===== config.mk =====
export PLATFORM = sky130hd
export DESIGN_NAME = vga_timing
export DESIGN_NICKNAME = d
export VERILOG_FILES = /design/src/rtl/vga_timing.sv
export SDC_FILE = /design/constraint.sdc
export NUM_CORES = 1
export LEC_CHECK = 0
export ABC_AREA = 0
export BUFFER_PORTS_ARGS = -buffer_cell sky130_fd_sc_hd__buf_2
export CAP_MARGIN = 20
export CORE_UTILIZATION = 40
export DETAILED_ROUTE_END_ITERATION = 12
export GPL_ROUTABILITY_DRIVEN = 1
export GPL_TIMING_DRIVEN = 0
export PLACE_DENSITY = 0.66
export REMOVE_ABC_BUFFERS = 1
export SETUP_SLACK_MARGIN = 0.05
export SLEW_MARGIN = 20
export SYNTH_ARGS = -nofsm -noshare
export SYNTH_HDL_FRONTEND = slang
export SYNTH_SLANG_ARGS = --single-unit

===== constraint.sdc =====
create_clock -name clk -period 2.5 [get_ports clk]
set_input_delay 0.5 -clock clk [delete_from_list [all_inputs] [get_ports clk]]
set_output_delay 0.5 -clock clk [all_outputs]
set_load 0.02 [all_outputs]

===== src/rtl/vga_timing.sv =====
// Raster timing generator: pixel/line counters, sync and blanking strobes,
// start-of-frame pulse and completed-frame counter, all registered.
module vga_timing #(
  parameter int H_ACTIVE  = 1024,
  parameter int H_FP      = 24,
  parameter int H_SYNC    = 136,
  parameter int H_BP      = 160,
  parameter int V_ACTIVE  = 768,
  parameter int V_FP      = 3,
  parameter int V_SYNC    = 6,
  parameter int V_BP      = 29,
  parameter bit HSYNC_POL = 1'b0,
  parameter bit VSYNC_POL = 1'b0,
  parameter int FCNT_W    = 16
) (
  input  logic              clk,
  input  logic              rst_n,
  input  logic              en,
  output logic [10:0]       hcount,
  output logic [10:0]       vcount,
  output logic              hsync,
  output logic              vsync,
  output logic              hblnk,
  output logic              vblnk,
  output logic              frame_start,
  output logic [FCNT_W-1:0] frame_cnt
);

  localparam int H_TOTAL = H_ACTIVE + H_FP + H_SYNC + H_BP;
  localparam int V_TOTAL = V_ACTIVE + V_FP + V_SYNC + V_BP;

  localparam logic [10:0] H_LAST = 11'(H_TOTAL - 1);
  localparam logic [10:0] V_LAST = 11'(V_TOTAL - 1);
  localparam logic [10:0] H_BLNK = 11'(H_ACTIVE);
  localparam logic [10:0] V_BLNK = 11'(V_ACTIVE);
  localparam logic [10:0] HS_BEG = 11'(H_ACTIVE + H_FP);
  localparam logic [10:0] HS_END = 11'(H_ACTIVE + H_FP + H_SYNC);
  localparam logic [10:0] VS_BEG = 11'(V_ACTIVE + V_FP);
  localparam logic [10:0] VS_END = 11'(V_ACTIVE + V_FP + V_SYNC);

  if (H_ACTIVE == 0 || H_FP == 0 || H_SYNC == 0 || H_BP == 0 ||
      V_ACTIVE == 0 || V_FP == 0 || V_SYNC == 0 || V_BP == 0 ||
      H_TOTAL > 2047 || V_TOTAL > 2047 || FCNT_W < 1) begin : g_bad_geometry
    $error("vga_timing: invalid raster geometry");
  end

  logic [10:0] h_nxt;
  logic [10:0] v_nxt;
  logic        wrap;

  // Next raster position; strobes are derived from it so they line up with the counters.
  always_comb begin
    h_nxt = hcount;
    v_nxt = vcount;
    wrap  = 1'b0;
    if (en) begin
      if (hcount == H_LAST) begin
        h_nxt = '0;
        if (vcount == V_LAST) begin
          v_nxt = '0;
          wrap  = 1'b1;
        end else begin
          v_nxt = vcount + 11'd1;
        end
      end else begin
        h_nxt = hcount + 11'd1;
      end
    end
  end

  always_ff @(posedge clk) begin
    if (!rst_n) begin
      hcount      <= '0;
      vcount      <= '0;
      hblnk       <= 1'b0;
      vblnk       <= 1'b0;
      hsync       <= ~HSYNC_POL;
      vsync       <= ~VSYNC_POL;
      frame_start <= 1'b0;
      frame_cnt   <= '0;
    end else begin
      hcount      <= h_nxt;
      vcount      <= v_nxt;
      hblnk       <= (h_nxt >= H_BLNK);
      vblnk       <= (v_nxt >= V_BLNK);
      hsync       <= (h_nxt >= HS_BEG && h_nxt < HS_END) ? HSYNC_POL : ~HSYNC_POL;
      vsync       <= (v_nxt >= VS_BEG && v_nxt < VS_END) ? VSYNC_POL : ~VSYNC_POL;
      frame_start <= wrap;
      if (wrap) frame_cnt <= frame_cnt + FCNT_W'(1);
    end
  end

endmodule


==> run summary <==
The flow ran to the end, and the final reports show no timing, DRC or antenna violations. The number of clock buffers inserted by TritonCTS came out at 5. The share of synthesized cell area in full adder, half adder and majority cells is 2.15%. Leaving out filler cells and counting taps, the final layout contains 382. Setup repair after global routing could not meet its margin everywhere.

The clock period minus final worst setup slack came out at 2.33 ns. The initialized floorplan defines 27 standard-cell rows. The number of buffers added to fix hold violations after cts came out at 0. The maximum resistive drop on vdd came out at 0.255 mV. The total cell area at the placement stage came out at 2540 um2. After detailed routing, the average wire length per cell comes to 13.3 um.

The setup path with the least slack is of type flop to flop. The via total after detailed routing is 2047. The final setup skew is 0.00611 ns.

Measured against its own limit, the worst slew margin works out to 52.3%. Counting cells, the worst reg-to-reg path comes to 6. The critical path starts at hcount[7]. The detailed-route wire length is 5080 um. The number of synthesized flops with an enable pin is 0. The cell count after synthesis came out at 267. The final period utilization is 93.4%. The number of hold-slack violations in the final timing report is 0. The die extent in y is 78.3 um. The clock network latency to the later pin of the worst-skew pair came out at 0.30 ns.

The total clock sinks came out at 42. The worst hold path begins at frame_cnt[13]. The share of Yosys cell area claimed by the top area cell type came out at 36.1%. The basic-gate share of the synthesized area counting and, or, nand and nor cells is 36.2%. The residual overflow from global routing is 0.

The die is 78.3 um wide. The number of max-cap violations came out at 0. TritonCTS built the clock tree.

The area of the die is 6130 um2. The count of pins over their slew limit came out at 0. The first detailed-routing pass ran for 4 iterations. The post-detailed-route DRC marker count is 0. Along the worst path, the maximum fanout reaches 11. The depth of the worst hold-timing path came out at 2.

The static leakage came out at 1.19 nW. The number of antenna diodes in the final layout is 0. Once the floorplan was initialized, standard cells occupied 41.8% of the core. The area growth from synthesis to layout is 17.4%. The placeable core region came out at 5570 um2.

46 I/O pins were placed. Entering global routing, the biggest net connects 33 pins. The number of nets in the final layout came out at 316.

The worst hold path class is flop to flop. The tree is rooted in a clkbuf_8. The first routing iteration left 109 violations. After legalization and detailed placement, the total HPWL measured 3470 um.

Across every metal layer, demand over resource in global routing totals 17.5%. The worst reg-to-reg setup slack is 0.17 ns. The number of distinct library cells after synthesis came out at 45. For this run, the leading register cell type out of synthesis is dfxtp_1.

Setup violations remaining at the end of the flow were counted as 0. The worst register-to-register path begins at hcount[7]. CTS built an H-tree with a depth of 2. The endpoint type of the worst setup path is a flop.

The clock slew at the register clock pins of the worst setup and hold paths came out at 0.09 ns. By count the netlist is led by dfxtp_1 (42), and2_1 (27), nand2_1 (23). The detail-routed via count per cell came out at 5.36.

The sequential share of the synthesized area is 36.1%. The biggest area contributor in the post-synthesis netlist is dfxtp_1. The synthesized netlist devotes 11.3% of its cell area to XOR and XNOR gates. Derived from the worst setup path, the maximum achievable clock frequency is 428 MHz.

The synthesized netlist devotes 8.38% of its cell area to compound gates. Dividing the synthesized area by the synthesized cell count gives 8.73 um2. The tightest hold path in the finished design has a slack of 0.508 ns. The synthesis warning total is 0. The final RePlAce weighted congestion came out at 0.816. The startpoint class of the critical path is a flop. The multiplexer share of the synthesized area came out at 1.29%. Counting flops and latches in the post-synthesis netlist gives 42. The number of antenna violations at the first check in global routing came out at 0. The worst-margin pin slew is 0.711 ns. The via count of the first global-routing pass came out at 1897.

The cell area after technology mapping came out at 2330 um2. Data on the critical path is required at its endpoint by 2.68 ns. The power density over the cells is 503 nW/um2. The quantity of I/O buffers inserted on ports came out at 45.

In the synthesized netlist the async set-or-reset flop fraction comes to 0%. The proportion of layout cells with a drive suffix above 1 came out at 22.9%. The finished cells cover 2740 um2. The global-route wire length before repair came out at 8730 um.

After synthesis, the largest family of logic cells by area is simple AND/OR/NAND/NOR gates. Yosys attributes the largest share of cell area to dfxtp_1 (36%), xnor2_1 (7.9%), and2_1 (7.3%). The clock passes through at most 2 buffers. The core utilization of the finished layout came out at 49.1%. The cell with the most instances after synthesis is dfxtp_1.

The remaining antenna violation count after routing is 0. The number of cells after detailed placement is 371. At the worst endpoint, the arrival time is 2.51 ns.
## kinds of logic (layout without fill, tap and decap cells)
logic type / count (synthesis) / count (layout)
xor+xnor: 30 / 30
buf+inv: 15 / 58
simple gates: 139 / 139
fa+ha+maj: 4 / 4
mux: 3 / 3
compound gates: 34 / 34
flops: 42 / 42
## through the flow
step                worst slack, ns  total power, mW  TNS (ns)
floorplan                   -0.0440            0.704   -0.0440
global placement             -0.155            0.718    -0.155
detailed placement           -0.197            0.719    -0.204
CTS                          0.0633             1.39         0
global route                 0.0117             1.43         0
finish                        0.166             1.38         0
## worst max-delay path: stages, from the launching register on
cell and delay [ns]:
dfxtp_1 0.44, nor4b_4 0.39, nand4_4 0.27, nor4b_4 0.35, xnor2_1 0.20, nand3b_1 0.10, or4_1 0.46
## worst paths after layout
kind,endpoint
min reg2reg,frame_cnt[13]
min,frame_cnt[13]
max reg2reg,vsync
max,vsync
## cell usage in the layout (no fill, tap or decap), types with 9 or more instances in the layout
cell type | synthesis | routed
nor2_1 | 17 | 17
xor2_1 | 9 | 9
and3_1 | 10 | 10
xnor2_1 | 21 | 21
o21ai_0 | 11 | 11
nand4_1 | 15 | 15
a21oi_1 | 11 | 11
nand2_1 | 23 | 23
nand3_1 | 12 | 12
dfxtp_1 | 42 | 38
buf_2 | 1 | 45
and2_1 | 27 | 26
## routing by layer
metal | GRT usage, % | wire (um) | part of all wire (%) | up-vias
met2 | 28.5 | 2330 | 46 | 46
met5 | 0 | 0 | 0 | -
li1 | - | - | - | 1028
met4 | 7.04 | 68 | 1.3 | 0
met1 | 22.9 | 2480 | 49 | 966
met3 | 3.02 | 211 | 4.2 | 7
## registers in the layout, summed over array words and instances, names as in the netlist
name / flops
vcount: 11
vsync: 1
hcount: 11
hsync: 1
frame_start: 1
frame_cnt: 16
vblnk: 1
## what timing repair did
action	in CTS	in global routing
pin swaps	0	1
endpoints found under the setup margin	3	8
gates resized for setup	4	6
setup buffers	3	0
## area by class of cell
class	instances	area, um2
flip-flops and latches	42	846
fillers	560	2840
clock inverters	2	60.1
multi-input cells	210	1400
well taps	72	90.1
clock buffers	6	82.6
inverters	2	7.51
repair buffers	48	248
## power breakdown
group | internal [mW] | total, mW | switching [mW]
Clock | 0.426 | 0.674 | 0.248
Sequential | 0.671 | 0.676 | 0.00453
Combinational | 0.00914 | 0.0273 | 0.0182
Total | 1.11 | 1.38 | 0.270
Note: power is estimated with default switching activity, not from simulation.
